==> config.mk <==
export PLATFORM = sky130hd
export DESIGN_NAME = mod_i2s_src_arb
export DESIGN_NICKNAME = d
export VERILOG_FILES = /design/src/rtl/i2s_pkg.sv /design/src/rtl/mod_sat_counter.sv /design/src/rtl/mod_i2s_src_arb.sv
export SDC_FILE = /design/constraint.sdc
export NUM_CORES = 1
export LEC_CHECK = 0
export CORE_MARGIN = 8
export CORE_UTILIZATION = 30
export CTS_CLUSTER_SIZE = 28
export DETAILED_ROUTE_END_ITERATION = 16
export PLACE_DENSITY = 0.62
export SYNTH_ARGS = -nofsm -noshare
export SYNTH_HDL_FRONTEND = slang
export SYNTH_SLANG_ARGS = --single-unit
==> constraint.sdc <==
create_clock -name i_clk -period 3.75 [get_ports i_clk]
set_input_delay 1.125 -clock i_clk [delete_from_list [all_inputs] [get_ports i_clk]]
set_output_delay 1.125 -clock i_clk [all_outputs]
set_load 0.05 [all_outputs]
==> src/rtl/i2s_pkg.sv <==
// Shared types for the I2S source arbiter: modes, source ids, FSM states and
// the default-width stereo sample, plus the per-mode source selection rule.
package i2s_pkg;

  localparam int SAMPLE_W_DEF = 16;

  typedef enum logic [1:0] {
    MODE_MUTE = 2'b00,
    MODE_A    = 2'b01,
    MODE_B    = 2'b10,
    MODE_BPRI = 2'b11
  } mode_e;

  typedef enum logic [1:0] {
    SRC_NONE = 2'b00,
    SRC_A    = 2'b01,
    SRC_B    = 2'b10
  } src_e;

  typedef enum logic [1:0] {
    S_IDLE = 2'b00,
    S_ARB  = 2'b01,
    S_PUSH = 2'b10
  } state_e;

  typedef struct packed {
    logic [SAMPLE_W_DEF-1:0] left;
    logic [SAMPLE_W_DEF-1:0] right;
  } stereo_t;

  // B-priority falls back to A whenever B has nothing to offer this cycle.
  function automatic src_e select_src(input mode_e mode, input logic b_valid);
    case (mode)
      MODE_A:    return SRC_A;
      MODE_B:    return SRC_B;
      MODE_BPRI: return b_valid ? SRC_B : SRC_A;
      default:   return SRC_NONE;
    endcase
  endfunction

endpackage

==> src/rtl/mod_sat_counter.sv <==
// Event counter that sticks at all-ones instead of wrapping.
module mod_sat_counter #(
  parameter int CNT_W = 8
) (
  input  logic             i_clk,
  input  logic             i_rst_n,
  input  logic             i_inc,
  output logic [CNT_W-1:0] o_count
);

  always_ff @(posedge i_clk or negedge i_rst_n) begin
    if (!i_rst_n) begin
      o_count <= '0;
    end else if (i_inc && (o_count != {CNT_W{1'b1}})) begin
      o_count <= o_count + 1'b1;
    end
  end

endmodule

==> src/rtl/mod_i2s_src_arb.sv <==
// Per-frame sample feeder for the I2S transmitter: picks source A or B by mode,
// handshakes one stereo pair, and reports underruns and frame overruns.
module mod_i2s_src_arb
  import i2s_pkg::*;
#(
  parameter int SAMPLE_W         = SAMPLE_W_DEF,
  parameter int TIMEOUT          = 64,
  parameter bit HOLD_ON_UNDERRUN = 1'b1,
  parameter int CNT_W            = 8
) (
  input  logic                i_clk,
  input  logic                i_rst_n,
  input  logic                i_frame_req,
  input  logic [1:0]          i_mode,
  input  logic                i_a_valid,
  input  logic [SAMPLE_W-1:0] i_a_left,
  input  logic [SAMPLE_W-1:0] i_a_right,
  output logic                o_a_ready,
  input  logic                i_b_valid,
  input  logic [SAMPLE_W-1:0] i_b_left,
  input  logic [SAMPLE_W-1:0] i_b_right,
  output logic                o_b_ready,
  output logic [SAMPLE_W-1:0] o_left,
  output logic [SAMPLE_W-1:0] o_right,
  output logic                o_sample_valid,
  output logic [1:0]          o_active_src,
  output logic                o_underrun,
  output logic [CNT_W-1:0]    o_underrun_cnt,
  output logic [CNT_W-1:0]    o_overrun_cnt
);

  localparam int TMR_W = $clog2(TIMEOUT + 1);

  typedef struct packed {
    logic [SAMPLE_W-1:0] left;
    logic [SAMPLE_W-1:0] right;
  } sample_t;

  state_e           state_reg, state_next;
  mode_e            mode_reg;
  logic             frame_req_reg;
  logic             frame_edge;
  logic [TMR_W-1:0] timer_reg;
  sample_t          latch_reg;
  src_e             latch_src_reg;
  src_e             sel_src;
  logic             take;
  logic             timeout;
  logic             overrun_inc;

  assign frame_edge  = i_frame_req & ~frame_req_reg;
  assign overrun_inc = frame_edge && (state_reg != S_IDLE);

  always_comb begin
    sel_src    = select_src(mode_reg, i_b_valid);
    o_a_ready  = 1'b0;
    o_b_ready  = 1'b0;
    if (state_reg == S_ARB) begin
      o_a_ready = (sel_src == SRC_A) && i_a_valid;
      o_b_ready = (sel_src == SRC_B) && i_b_valid;
    end
    take       = o_a_ready | o_b_ready;
    timeout    = (state_reg == S_ARB) && (mode_reg != MODE_MUTE) && !take &&
                 (timer_reg == '0);
    state_next = state_reg;
    case (state_reg)
      S_IDLE:  if (frame_edge) state_next = S_ARB;
      S_ARB:   if ((mode_reg == MODE_MUTE) || take || timeout) state_next = S_PUSH;
      S_PUSH:  state_next = S_IDLE;
      default: state_next = S_IDLE;
    endcase
  end

  always_ff @(posedge i_clk or negedge i_rst_n) begin
    if (!i_rst_n) begin
      state_reg <= S_IDLE;
    end else begin
      state_reg <= state_next;
    end
  end

  always_ff @(posedge i_clk or negedge i_rst_n) begin
    if (!i_rst_n) begin
      frame_req_reg  <= 1'b0;
      mode_reg       <= MODE_MUTE;
      timer_reg      <= '0;
      latch_reg      <= '0;
      latch_src_reg  <= SRC_NONE;
      o_left         <= '0;
      o_right        <= '0;
      o_sample_valid <= 1'b0;
      o_active_src   <= 2'b00;
      o_underrun     <= 1'b0;
    end else begin
      frame_req_reg  <= i_frame_req;
      o_sample_valid <= 1'b0;
      o_underrun     <= 1'b0;
      case (state_reg)
        S_IDLE: begin
          if (frame_edge) begin
            mode_reg  <= mode_e'(i_mode);
            timer_reg <= TMR_W'(TIMEOUT - 1);
          end
        end
        S_ARB: begin
          if (mode_reg == MODE_MUTE) begin
            latch_reg     <= '0;
            latch_src_reg <= SRC_NONE;
          end else if (o_a_ready) begin
            latch_reg     <= '{left: i_a_left, right: i_a_right};
            latch_src_reg <= SRC_A;
          end else if (o_b_ready) begin
            latch_reg     <= '{left: i_b_left, right: i_b_right};
            latch_src_reg <= SRC_B;
          end else if (timeout) begin
            // Holding leaves latch_reg at the last pushed pair.
            o_underrun    <= 1'b1;
            latch_src_reg <= SRC_NONE;
            if (!HOLD_ON_UNDERRUN) latch_reg <= '0;
          end else begin
            timer_reg <= timer_reg - 1'b1;
          end
        end
        S_PUSH: begin
          o_sample_valid <= 1'b1;
          o_left         <= latch_reg.left;
          o_right        <= latch_reg.right;
          o_active_src   <= latch_src_reg;
        end
        default: ;
      endcase
    end
  end

  mod_sat_counter #(.CNT_W(CNT_W)) u_underrun_cnt (
    .i_clk   (i_clk),
    .i_rst_n (i_rst_n),
    .i_inc   (timeout),
    .o_count (o_underrun_cnt)
  );

  mod_sat_counter #(.CNT_W(CNT_W)) u_overrun_cnt (
    .i_clk   (i_clk),
    .i_rst_n (i_rst_n),
    .i_inc   (overrun_inc),
    .o_count (o_overrun_cnt)
  );

endmodule

# Word level (Yosys, flattened, before mapping)
# Index checks and enable logic that the tools add are counted.
dict set report classes {
  n_mux 26
  add_sub_neg 3
  bitwise 3
  reduce_logical 24
  eq_ne 15
}
# op count
set ops {}
lappend ops {{32-bit two-way mux} 3}
lappend ops {{7-bit two-way mux} 5}
lappend ops {{8-bit by 1-bit adder with 8-bit output (second input constant)} 2}
lappend ops {{8-bit inequality test (second input constant)} 2}
lappend ops {{2-bit two-way mux} 7}
lappend ops {{7-bit case mux with 2 select lines} 1}
lappend ops {{2-bit inequality test (second input constant)} 5}
lappend ops {{2-bit == test (second input constant)} 4}
lappend ops {{1-bit logical AND} 8}
lappend ops {{1-bit two-way mux} 8}
lappend ops {{2-bit AND reduction} 4}
lappend ops {{7-bit zero test} 1}
lappend ops {{7-bit by 1-bit subtractor with 7-bit output (second input constant)} 1}
lappend ops {{2-bit by 1-bit == test with 1-bit output (second input constant)} 3}
lappend ops {{2-bit case mux with 3 select lines} 1}
lappend ops {{6-bit AND reduction} 1}
lappend ops {{2-bit nonzero test} 3}
lappend ops {{2-bit zero test} 2}
lappend ops {{2-bit case mux with 2 select lines} 1}
lappend ops {{4-bit nonzero test} 1}
lappend ops {{3-bit nonzero test} 1}
lappend ops {{1-bit logical OR} 2}
lappend ops {{2-bit by 1-bit inequality test with 1-bit output (second input constant)} 1}
lappend ops {{1-bit AND} 1}
lappend ops {{other kinds (3)} 3}
dict set report totals {
  reg_bits 98
  out_inout_bits 54
  input_bits 71
}

# Depth between registers and ports, before layout
dict set report depth {
  ltp_word 14
  mapped_depth 7
  ltp_nobuf 6
}

# Cells and area by module
# A second synthesis with hierarchy kept.
dict set report unflattened {
  hier_cells 350
  area_unflattened_um2 4366.7
}
# mod n_inst seq_area_each_um2 cells_per_inst area_each_um2
set modules_own_cells {}
lappend modules_own_cells {mod_i2s_src_arb 1 2052.0 282 3550.9}
lappend modules_own_cells {mod_sat_counter 2 200.2 34 407.9}

# Least setup slack after synthesis
# OpenSTA, ideal clock, no wires.
dict set report synth_path {
  path_kind {input-to-output}
  from {input i_b_valid}
  to {output o_a_ready}
  path_buffers 2
  arrival_ps 1929
  cell_stages 3
  required_time_ps 2625
  setup_slack_ps 696
  path_cell_list {a211oi_1 > buf_2 > buf_2}
}
dict set report synth_between {
  elab_chain_len 5
}
# element line
set synth_lines {}
lappend synth_lines {{from (decl)} mod_i2s_src_arb.sv:19} ;# input logic i_b_valid,
lappend synth_lines {{2-bit two-way mux} i2s_pkg.sv:36} ;# MODE_BPRI: return b_valid ? SRC_B : SRC_A;
lappend synth_lines {{2-bit case mux with 3 select lines} i2s_pkg.sv:33} ;# case (mode)
lappend synth_lines {{2-bit by 1-bit == test with 1-bit output} mod_i2s_src_arb.sv:59} ;# o_a_ready = (sel_src == SRC_A) && i_a_valid;
lappend synth_lines {{1-bit logical AND} mod_i2s_src_arb.sv:59}
lappend synth_lines {{1-bit two-way mux} mod_i2s_src_arb.sv:58} ;# if (state_reg == S_ARB) begin
lappend synth_lines {{to (decl)} mod_i2s_src_arb.sv:18} ;# output logic o_a_ready,
# Every way passes these cells.

# Final worst setup path
# Same ends and word-level chain as after synthesis.

==> impl_metrics.env <==
export IMPL_grt_antenna_before_repair=0
export IMPL_p_total_w=0.00428
export IMPL_io_buffers=124
export IMPL_start_kind="input port"
export IMPL_syn_to_final_growth_pct=41.3
export IMPL_hold_viol=0
export IMPL_required_ns=2.62
export IMPL_synth_seq_cells=98
export IMPL_yosysTopAreaCell="dfrtp_1"
export IMPL_wl_per_cell_um=15.8
export IMPL_setup_tns_ns=0
export IMPL_grt_max_degree=52
export IMPL_cts_tree="done"
export IMPL_rrSetupSlack_ns=1.58
export IMPL_synthesis_instances=353
export IMPL_yosysWarnings=0
export IMPL_drive_above_1_share_pct=14.0
export IMPL_via_per_inst=4.66
export IMPL_p_per_area_mw_per_mm2=717
export IMPL_synthTopCellsByArea="dfrtp_1 58%, mux2_2 9.3%, mux2i_1 8.3%, o21ai_0 4.0%, nand2_1 4.0%"
export IMPL_post_dp_hpwl_um=7570
export IMPL_grt_pass1_vias=3347
export IMPL_clock_sinks=98
export IMPL_final_nets=551
export IMPL_dr_pass1_iters=4
export IMPL_rsz0062_at_grt="false"
export IMPL_diodes=0
export IMPL_synth_flop_cell="dfrtp_1"
export IMPL_ios=125
export IMPL_start_util_pct=30.6
export IMPL_status="complete, no violations"
export IMPL_synth_top_area_share_pct=58.0
export IMPL_grt_pass1_wl_um=17200
export IMPL_cp_data_arrival_time_ns=2.21
export IMPL_cts_resized=0
export IMPL_critPathMaxStageDelay_ns=0.50
export IMPL_drt_wl_total_um=10400
export IMPL_p_leak_nw=2.49
export IMPL_synth_edf_count=0
export IMPL_clkTransAtPathRegs_ns=0.06
export IMPL_critPathBufInv=2
export IMPL_root_buffer="clkbuf_16"
export IMPL_syn_mean_instance_area_um2=12.0
export IMPL_antenna_left=0
export IMPL_min_path_type="flip-flop to flip-flop"
export IMPL_holdBufCountCts=0
export IMPL_largest_register_ffs=32
export IMPL_ys_seq_area_share_pct=58.0
export IMPL_cts_buffer_depth=2
export IMPL_synth_commonest_cells="98 x dfrtp_1, 45 x nand2_1, 35 x mux2_2, 35 x mux2i_1, 34 x o21ai_0"
export IMPL_clock_skew_final_ns=0.00711
export IMPL_path_class="input port to primary output"
export IMPL_fin_crit_sh_pct=88.8
export IMPL_die_area_mm2=0.0181
export IMPL_syn_area_mm2=0.00423
export IMPL_grt_use_total_pct=12.0
export IMPL_tightest_slew_ns=1.08
export IMPL_post_synth_top_count_cell="dfrtp_1"
export IMPL_grt_ovfl_total=0
export IMPL_drcViolationCount=0
export IMPL_insertion_delay_ns=0.34
export IMPL_setup_viol=0
export IMPL_finalCriticalPeriod_ns=3.33
export IMPL_drt_iter0_markers=136
export IMPL_cap_viol_max_count=0
export IMPL_synth_nets=427
export IMPL_path_max_fanout=3
export IMPL_via_count=3076
export IMPL_coreArea_mm2=0.0138
export IMPL_slew_limit_headroom_pct=27.6
export IMPL_cts_buffers_inserted=9
export IMPL_rows=43
export IMPL_slew_violations=0
export IMPL_die_w_um=135
export IMPL_yosysUniqueCellTypes=39
export IMPL_ir_worst_vdd_mv=0.466
export IMPL_fmax_mhz=300
export IMPL_cp_slowest_cell="clkdlybuf4s50_1"
export IMPL_crit_path_end_kind="primary output"
export IMPL_cts_max_level=3
export IMPL_cts_setup_buffers=0
export IMPL_path_cells="clkdlybuf4s50_1 -> a211oi_4 -> buf_12"
export IMPL_die_y_um=135
export IMPL_critical_path_top_delay_family="buffers and inverters"
export IMPL_place_congestion=0.724
export IMPL_fill_cells=1310
export IMPL_ys_async_sr_fraction_pct=100
cell families after synthesis:
logic type / Yosys count / synth area share [%]
and+or+nand+nor: 99 / 11.8
adders and majority gates: 3 / 0.888
buffers and inverters: 22 / 2.28
DFF: 98 / 58.0
xor gates and xnor gates: 13 / 2.69
muxes: 72 / 18.1
AOI/OAI and AO/OA: 46 / 6.16
path summary, 6_finish.rpt:
kind,startpoint,to,depth (start not counted)
worst min-delay path,latch_src_reg[0],latch_src_reg[0],1
max in group asynchronous,i_rst_n,o_left[14],2
worst max-delay path,i_b_valid,o_a_ready,3
min in group asynchronous,i_rst_n,u_underrun_cnt.o_count[6],1
worst max register to register,timer_reg[0],latch_src_reg[1],6
worst min register to register,latch_src_reg[0],latch_src_reg[0],1
layer usage:
| layer | vias to the layer above | global-route usage, % | routed length [µm] |
|---|---|---|---|
| met3 | 13 | 4.27 | 823 |
| met4 | 0 | 5.43 | 174 |
| li1 | 1484 | - | - |
| met1 | 1488 | 14.7 | 4670 |
| met2 | 91 | 18.4 | 4790 |
| met5 | - | 0 | 0 |
placed cells by master, fill, tap and decap left out, types with 3 or more instances in the layout:
| cell | netlist | routed |
|---|---|---|
| o21ai_0 | 34 | 34 |
| buf_4 | 0 | 6 |
| nand3_1 | 9 | 9 |
| nor4_1 | 3 | 3 |
| dfrtp_1 | 98 | 98 |
| nand2b_1 | 3 | 3 |
| nor2_1 | 12 | 12 |
| and3_1 | 4 | 4 |
| xor2_1 | 12 | 12 |
| mux2_2 | 35 | 35 |
| buf_12 | 0 | 3 |
| nor4_2 | 3 | 3 |
| ha_1 | 3 | 3 |
| clkdlybuf4s50_1 | 0 | 121 |
| inv_1 | 5 | 5 |
| nand2_1 | 45 | 45 |
| nor3_1 | 8 | 8 |
| mux2i_1 | 35 | 35 |
| clkbuf_16 | 0 | 9 |
area by class of cell:
type / instances / area [µm²] / share of cell area [%]
clock buffer: 11 / 243 / 4.06
clock inverter: 3 / 17.5 / 0.293
inverter: 5 / 18.8 / 0.314
multi-input combinational: 233 / 1700 / 28.5
sequential: 98 / 2450 / 41.0
tap: 180 / 225 / 3.77
timing repair buffer: 130 / 1320 / 22.0
metrics by stage:
stage               std cells  util (%)  hold WS (ns)  instance area, µm²  setup slack, ns
floorplan                 353         -         0.444                4230            0.696
global placement          646      41.3         0.455                5720            0.414
detailed placement        646      41.3         0.461                5720            0.400
CTS                       660      43.2         0.476                5980            0.387
global route              660      43.2         0.497                5980            0.359
finish                    660      43.2         0.472                5980            0.418
power by group:
group	total, W	switching [W]	leakage [nW]	internal [W]
clock network	0.000825	0.000367	0.127	0.000458
logic	0.00184	0.00114	1.14	0.000705
registers	0.00162	0.000222	1.22	0.00140
total	0.00428	0.00173	2.49	0.00256
worst register-to-register path: stages, from the launching register on:
cell,delay (ns)
dfrtp_1,0.39
inv_1,0.09
ha_1,0.17
nand2b_1,0.11
nor4_1,0.76
o31ai_1,0.31
a21o_1,0.24
Note: power is estimated with default switching activity, not from simulation.
